**src/rtl/snap2_rst_sequencer_if.sv**
```systemverilog
// Sequencer bundle: MMCM lock and IDELAYCTRL ready in; IDELAYCTRL/user resets and status out.
interface snap2_rst_sequencer_if;
  logic       pll_lock;
  logic       idelay_rdy;
  logic       idelayctrl_rst;
  logic       user_rst;
  logic       seq_done;
  logic       fault;
  logic [3:0] retry_count;

  modport master (
    output pll_lock, idelay_rdy,
    input  idelayctrl_rst, user_rst, seq_done, fault, retry_count
  );

  modport slave (
    input  pll_lock, idelay_rdy,
    output idelayctrl_rst, user_rst, seq_done, fault, retry_count
  );
endinterface

```
**src/rtl/snap2_rst_sequencer.sv**
```systemverilog
// SNAP2 power-up reset sequencer: MMCM lock qualify, IDELAYCTRL reset/ready with retries, user reset.
// Define RST_SEQ_IDELAY_EN to build the IDELAYCTRL stage; without it LOCK_STABLE goes straight to USER_RST.
module snap2_rst_sequencer #(
  parameter int unsigned LOCK_STABLE_CYCLES = 1024,
  parameter int unsigned IDLY_RST_CYCLES    = 16,
  parameter int unsigned RDY_TIMEOUT        = 4096,
  parameter int unsigned MAX_RETRIES        = 3,
  parameter int unsigned USER_RST_CYCLES    = 65535
) (
  input  logic                  sys_clk,
  input  logic                  sys_rst_n,
  snap2_rst_sequencer_if.slave  bus
);

  localparam logic [15:0] LOCK_LAST = 16'(LOCK_STABLE_CYCLES - 1);
  localparam logic [15:0] USER_LAST = 16'(USER_RST_CYCLES - 1);

`ifdef RST_SEQ_IDELAY_EN
  localparam logic [15:0] IDLY_LAST = 16'(IDLY_RST_CYCLES - 1);
  localparam logic [15:0] RDY_LAST  = 16'(RDY_TIMEOUT - 1);
  localparam logic [3:0]  RETRY_MAX = 4'(MAX_RETRIES);

  typedef enum logic [2:0] {
    S_WAIT_LOCK, S_LOCK_STABLE, S_IDLY_RST, S_IDLY_WAIT, S_USER_RST, S_RUN, S_FAULT
  } state_e;
`else
  typedef enum logic [2:0] {
    S_WAIT_LOCK, S_LOCK_STABLE, S_USER_RST, S_RUN
  } state_e;
`endif

  state_e      state_q, state_d;
  logic [15:0] cnt_q, cnt_d;
  logic        timed;
  logic        user_rst_q, seq_done_q;

  logic lock_meta_q, lock_s_q;

  always_ff @(posedge sys_clk or negedge sys_rst_n) begin
    if (!sys_rst_n) begin
      lock_meta_q <= 1'b0;
      lock_s_q    <= 1'b0;
    end else begin
      lock_meta_q <= bus.pll_lock;
      lock_s_q    <= lock_meta_q;
    end
  end

`ifdef RST_SEQ_IDELAY_EN
  logic       rdy_meta_q, rdy_s_q;
  logic [3:0] retry_q, retry_d;
  logic       idly_rst_q, fault_q;

  always_ff @(posedge sys_clk or negedge sys_rst_n) begin
    if (!sys_rst_n) begin
      rdy_meta_q <= 1'b0;
      rdy_s_q    <= 1'b0;
    end else begin
      rdy_meta_q <= bus.idelay_rdy;
      rdy_s_q    <= rdy_meta_q;
    end
  end
`else
  logic unused_idelay_rdy;
  assign unused_idelay_rdy = bus.idelay_rdy;
`endif

  always_comb begin
    state_d = state_q;
    timed   = 1'b0;
`ifdef RST_SEQ_IDELAY_EN
    retry_d = retry_q;
`endif
    unique case (state_q)
      S_WAIT_LOCK: begin
        if (lock_s_q) state_d = S_LOCK_STABLE;
      end
      S_LOCK_STABLE: begin
        timed = 1'b1;
`ifdef RST_SEQ_IDELAY_EN
        if (cnt_q == LOCK_LAST) state_d = S_IDLY_RST;
`else
        if (cnt_q == LOCK_LAST) state_d = S_USER_RST;
`endif
      end
`ifdef RST_SEQ_IDELAY_EN
      S_IDLY_RST: begin
        timed = 1'b1;
        if (cnt_q == IDLY_LAST) state_d = S_IDLY_WAIT;
      end
      S_IDLY_WAIT: begin
        timed = 1'b1;
        if (rdy_s_q) begin
          state_d = S_USER_RST;
        end else if (cnt_q == RDY_LAST) begin
          retry_d = retry_q + 4'd1;
          state_d = (retry_d == RETRY_MAX) ? S_FAULT : S_IDLY_RST;
        end
      end
      S_FAULT: begin
        state_d = S_FAULT;
      end
`endif
      S_USER_RST: begin
        timed = 1'b1;
        if (cnt_q == USER_LAST) state_d = S_RUN;
      end
      S_RUN: begin
`ifdef RST_SEQ_IDELAY_EN
        if (!rdy_s_q) state_d = S_IDLY_RST;
`endif
      end
      default: state_d = S_WAIT_LOCK;
    endcase

    // Lock loss overrides everything, including a retry increment decided above.
    if (state_q != S_WAIT_LOCK && !lock_s_q) begin
      state_d = S_WAIT_LOCK;
`ifdef RST_SEQ_IDELAY_EN
      retry_d = retry_q;
`endif
    end

`ifdef RST_SEQ_IDELAY_EN
    if (state_d == S_LOCK_STABLE && state_q != S_LOCK_STABLE) retry_d = '0;
`endif

    if (state_d != state_q) cnt_d = '0;
    else if (timed)         cnt_d = cnt_q + 16'd1;
    else                    cnt_d = cnt_q;
  end

  always_ff @(posedge sys_clk or negedge sys_rst_n) begin
    if (!sys_rst_n) begin
      state_q    <= S_WAIT_LOCK;
      cnt_q      <= '0;
      user_rst_q <= 1'b1;
      seq_done_q <= 1'b0;
    end else begin
      state_q    <= state_d;
      cnt_q      <= cnt_d;
      user_rst_q <= (state_d != S_RUN);
      seq_done_q <= (state_d == S_RUN);
    end
  end

`ifdef RST_SEQ_IDELAY_EN
  always_ff @(posedge sys_clk or negedge sys_rst_n) begin
    if (!sys_rst_n) begin
      retry_q    <= '0;
      idly_rst_q <= 1'b0;
      fault_q    <= 1'b0;
    end else begin
      retry_q    <= retry_d;
      idly_rst_q <= (state_d == S_IDLY_RST);
      fault_q    <= (state_d == S_FAULT);
    end
  end

  assign bus.idelayctrl_rst = idly_rst_q;
  assign bus.fault          = fault_q;
  assign bus.retry_count    = retry_q;
`else
  assign bus.idelayctrl_rst = 1'b0;
  assign bus.fault          = 1'b0;
  assign bus.retry_count    = '0;
`endif

  assign bus.user_rst = user_rst_q;
  assign bus.seq_done = seq_done_q;

endmodule
```
**src/flat_wrapper.sv**
```systemverilog
// flat-port wrapper written by rule: the top's interface ports become plain ports
module snap2_rst_sequencer_flat 
#(
  parameter int unsigned LOCK_STABLE_CYCLES = 1024,
  parameter int unsigned IDLY_RST_CYCLES    = 16,
  parameter int unsigned RDY_TIMEOUT        = 4096,
  parameter int unsigned MAX_RETRIES        = 3,
  parameter int unsigned USER_RST_CYCLES    = 65535
)
  (sys_clk, sys_rst_n, bus_pll_lock, bus_idelay_rdy, bus_idelayctrl_rst, bus_user_rst, bus_seq_done, bus_fault, bus_retry_count);
  snap2_rst_sequencer_if bus_i ();
  input  logic sys_clk;
  input  logic sys_rst_n;
  input wire logic [$bits(bus_i.pll_lock)-1:0] bus_pll_lock;
  input wire logic [$bits(bus_i.idelay_rdy)-1:0] bus_idelay_rdy;
  output wire logic [$bits(bus_i.idelayctrl_rst)-1:0] bus_idelayctrl_rst;
  output wire logic [$bits(bus_i.user_rst)-1:0] bus_user_rst;
  output wire logic [$bits(bus_i.seq_done)-1:0] bus_seq_done;
  output wire logic [$bits(bus_i.fault)-1:0] bus_fault;
  output wire logic [$bits(bus_i.retry_count)-1:0] bus_retry_count;
  assign bus_i.pll_lock = bus_pll_lock;
  assign bus_i.idelay_rdy = bus_idelay_rdy;
  assign bus_idelayctrl_rst = bus_i.idelayctrl_rst;
  assign bus_user_rst = bus_i.user_rst;
  assign bus_seq_done = bus_i.seq_done;
  assign bus_fault = bus_i.fault;
  assign bus_retry_count = bus_i.retry_count;
  snap2_rst_sequencer #(.LOCK_STABLE_CYCLES(LOCK_STABLE_CYCLES), .IDLY_RST_CYCLES(IDLY_RST_CYCLES), .RDY_TIMEOUT(RDY_TIMEOUT), .MAX_RETRIES(MAX_RETRIES), .USER_RST_CYCLES(USER_RST_CYCLES)) u_core (.sys_clk(sys_clk), .sys_rst_n(sys_rst_n), .bus(bus_i));
endmodule
```
**config.mk**
```make
export PLATFORM = sky130hd
export DESIGN_NAME = snap2_rst_sequencer_flat
export DESIGN_NICKNAME = d
export VERILOG_FILES = /design/src/rtl/snap2_rst_sequencer_if.sv /design/src/rtl/snap2_rst_sequencer.sv /design/src/flat_wrapper.sv
export SDC_FILE = /design/constraint.sdc
export NUM_CORES = 1
export LEC_CHECK = 0
export CORE_ASPECT_RATIO = 0.5
export CORE_MARGIN = 4
export CORE_UTILIZATION = 35
export CTS_BUF_LIST = sky130_fd_sc_hd__clkbuf_8
export CTS_CLUSTER_DIAMETER = 60
export DETAILED_ROUTE_END_ITERATION = 12
export GPL_ROUTABILITY_DRIVEN = 1
export PLACE_DENSITY = 0.52
export SLEW_MARGIN = 10
export SYNTH_ARGS = -nofsm -noshare
export SYNTH_HDL_FRONTEND = slang
export SYNTH_SLANG_ARGS = --single-unit
export TNS_END_PERCENT = 30
```
**constraint.sdc**
```tcl
create_clock -name sys_clk -period 2.5 [get_ports sys_clk]
set_clock_uncertainty 0.05 [all_clocks]
set_input_delay 0.5 -clock sys_clk [delete_from_list [all_inputs] [get_ports sys_clk]]
set_output_delay 0.5 -clock sys_clk [all_outputs]
set_load 0.02 [all_outputs]
```
==> impl_metrics.yaml <==
finish:
  fill_cells: 366
  finalNetCount: 140
  multi_input_area_um2: 632
  layout-drive-gt1-share: 0.0677
  n_antenna_cell: 0
  area_growth_pct: 7.75
  seqCellArea_um2: 577
  final_cells: 184
sta:
  hold_viol_final: 0
  fin_hold_ws_ns: 0.304
  maxSlewViolCount: 0
  fmaxAchievable_ghz: 0.474
  setup-tns-final_ns: 0
  setup_violations: 0
  max-slew-margin-rel: 0.392
  min_period_ns: 2.11
  worst_pin_slew_ns: 0.905
  rsz0062_at_grt: "no"
  fin_crit_sh: 0.843
clocking:
  ctsHtreeMaxLevel: 1
  post-cts-setup-buffers: 0
  root_buffer: "clkbuf_8"
  cts_resized: 0
  cts_sinks: 23
  clkTransAtPathRegs_ns: 0.08
  worst_skew_pair.late_latency_ns: 0.27
  ctsHoldBuffers: 0
  cts_buffers: 3
  cts_tree: "yes"
  clk_path_buf_depth: 2
logic_synthesis:
  ys.flop_type: "dfrtp_1"
  synthTopCellsByArea: "dfrtp_1 43%, xnor2_1 6.8%, a21oi_1 4.3%"
  synth_cell_types: 40
  synth_edf_count: 0
  syn-cell-area_um2: 1290
  seq_area_frac_synth: 0.447
  synth-seq-cells: 23
  synth.largest_area_cell: "dfrtp_1"
  synthArstFlopShare: 1.00
  synth_common_cells: "22 x dfrtp_1, 11 x a21oi_1, 10 x xnor2_1, 7 x buf_4"
  synth_top_area_frac: 0.426
  netlist_instances: 130
  syn-mean-instance-area_um2: 9.93
  synth_most_common_cell: "dfrtp_1"
  yosys_warnings: 0
global_route:
  grt_overflow: 0
  grt_max_degree: 24
  grt_pass1_wl_mm: 4.56
  antenna_found_initial: 0
  grt_pass1_vias: 905
  grt_util_all_layers: 0.124
die:
  fp.dieW_um: 93.9
  dieHeight_um: 51.0
  rows: 15
  start_util: 0.370
  design.core.area_um2: 3490
  die_area_um2: 4780
  pin_count: 12
power_and_ir_drop:
  p_leak_nw: 0.518
  total_power_mw: 0.653
  ir_worst_vdd_mv: 0.150
  powerDensity_nw_per_um2: 469
setup_path:
  end_kind: "flop"
  cp.required_ns: 2.59
  crit_fanout: 16
  critPathLaunchType: "flop"
  reg2reg_slack_ns: 0.39
  crit_type: "reg2reg"
  crit_arrival_ns: 2.19
route:
  routed-via-count: 949
  wl_per_cell_um: 13.7
  drt-total-wl_mm: 2.52
  drt-pass1-iter-count: 4
  final_antenna_net_count: 0
  via_per_inst: 5.16
  drtIter0Drc: 104
  drc_errors: 0
placed_design:
  dpl.hpwl_mm: 1.71
  port-buffer-count: 4
  gp_congestion: 0.723
  dp.cells: 180
run:
  maxCapViolations: 0
hold_path:
  hold_class: "reg2reg"
status:
  status: "complete, no violations"
state kept, by name (all words and copies together) (netlist names):
signal	count
u_core.cnt_q	16
u_core.bus.seq_done	1
u_core.lock_meta_q	1
u_core.bus.user_rst	1
u_core.state_q	3
u_core.lock_s_q	1
per-stage QoR:
step                      cell area (um2)  utilization  worst slack [ns]
final                                1390        0.399             0.392
after global placement               1350        0.386             0.410
after CTS                            1390        0.399             0.375
after global routing                 1390        0.399             0.206
after floorplan                      1310            -             0.647
after detailed placement             1350        0.386             0.383
metal layers:
| layer | up-vias | wire [um] | track usage |
|---|---|---|---|
| li1 | 468 | - | - |
| met1 | 461 | 1320 | 0.179 |
| met2 | 18 | 1080 | 0.181 |
| met3 | 2 | 96 | 0.0309 |
| met4 | 0 | 23 | 0.0360 |
| met5 | - | 0 | 0 |
where the power goes:
group | internal [mW] | total [mW] | switching [mW]
Clock | 0.110 | 0.234 | 0.124
Sequential | 0.375 | 0.380 | 0.00452
Combinational | 0.00987 | 0.0387 | 0.0288
final timing paths:
check,start,cells after the start,end
min in group asynchronous,sys_rst_n,2,u_core.cnt_q[15]$_DFFE_PN0P_
max in group asynchronous,sys_rst_n,2,u_core.bus.user_rst$_DFF_PN1_
hold / removal,u_core.lock_meta_q$_DFF_PN0_,0,u_core.lock_s_q$_DFF_PN0_
hold reg to reg,u_core.lock_meta_q$_DFF_PN0_,0,u_core.lock_s_q$_DFF_PN0_
setup reg to reg,u_core.state_q[1]$_DFF_PN0_,4,u_core.cnt_q[15]$_DFFE_PN0P_
setup / recovery,u_core.state_q[1]$_DFF_PN0_,4,u_core.cnt_q[15]$_DFFE_PN0P_
placed cells by master (no fill, tap or decap), drive strengths merged, types with 2 or more instances in the layout:
| cell type | Yosys | final |
|---|---|---|
| conb | 1 | 7 |
| nand2 | 5 | 5 |
| nor3b | 2 | 2 |
| nand4 | 6 | 6 |
| a22oi | 5 | 5 |
| o21ai | 4 | 4 |
| buf | 10 | 2 |
| inv | 5 | 6 |
| o31ai | 2 | 2 |
| o21a | 2 | 2 |
| xor2 | 2 | 2 |
| nor2 | 2 | 2 |
| nand3 | 6 | 6 |
| nor3 | 4 | 4 |
| and3 | 2 | 2 |
| dfrtp | 22 | 22 |
| clkbuf | 3 | 3 |
| a21oi | 11 | 11 |
| or3 | 3 | 3 |
| clkdlybuf4s50 | 0 | 4 |
| ha | 2 | 2 |
| xnor2 | 10 | 10 |
| nor4 | 5 | 5 |
| o211ai | 2 | 2 |
| or4 | 3 | 3 |
layout make-up:
| class | instances | area share |
|---|---|---|
| Multi-Input combinational cell | 95 | 0.454 |
| Timing Repair Buffer | 6 | 0.0396 |
| Clock inverter | 1 | 0.00270 |
| Inverter | 5 | 0.0135 |
| Sequential cell | 23 | 0.415 |
| Clock buffer | 3 | 0.0297 |
| Tap cell | 51 | 0.0459 |
worst max-delay path: stages, from the launching register on:
cell and delay [ns]:
dfrtp_1 0.52, or3b_1 0.40, or4_4 0.44, o21ai_4 0.40, a22oi_1 0.16
cell families (layout without fill, tap and decap cells):
family,count (synthesis),in the layout,share of synthesized area
adders and majority gates,2,2,0.0194
other,1,7,0.00290
DFF,23,23,0.447
muxes,1,1,0.00775
buffers and inverters,18,15,0.0814
and+or+nand+nor,45,45,0.215
AOI/OAI and AO/OA,28,28,0.145
xor gates and xnor gates,12,12,0.0814
Power figures use the tool's default switching activity.
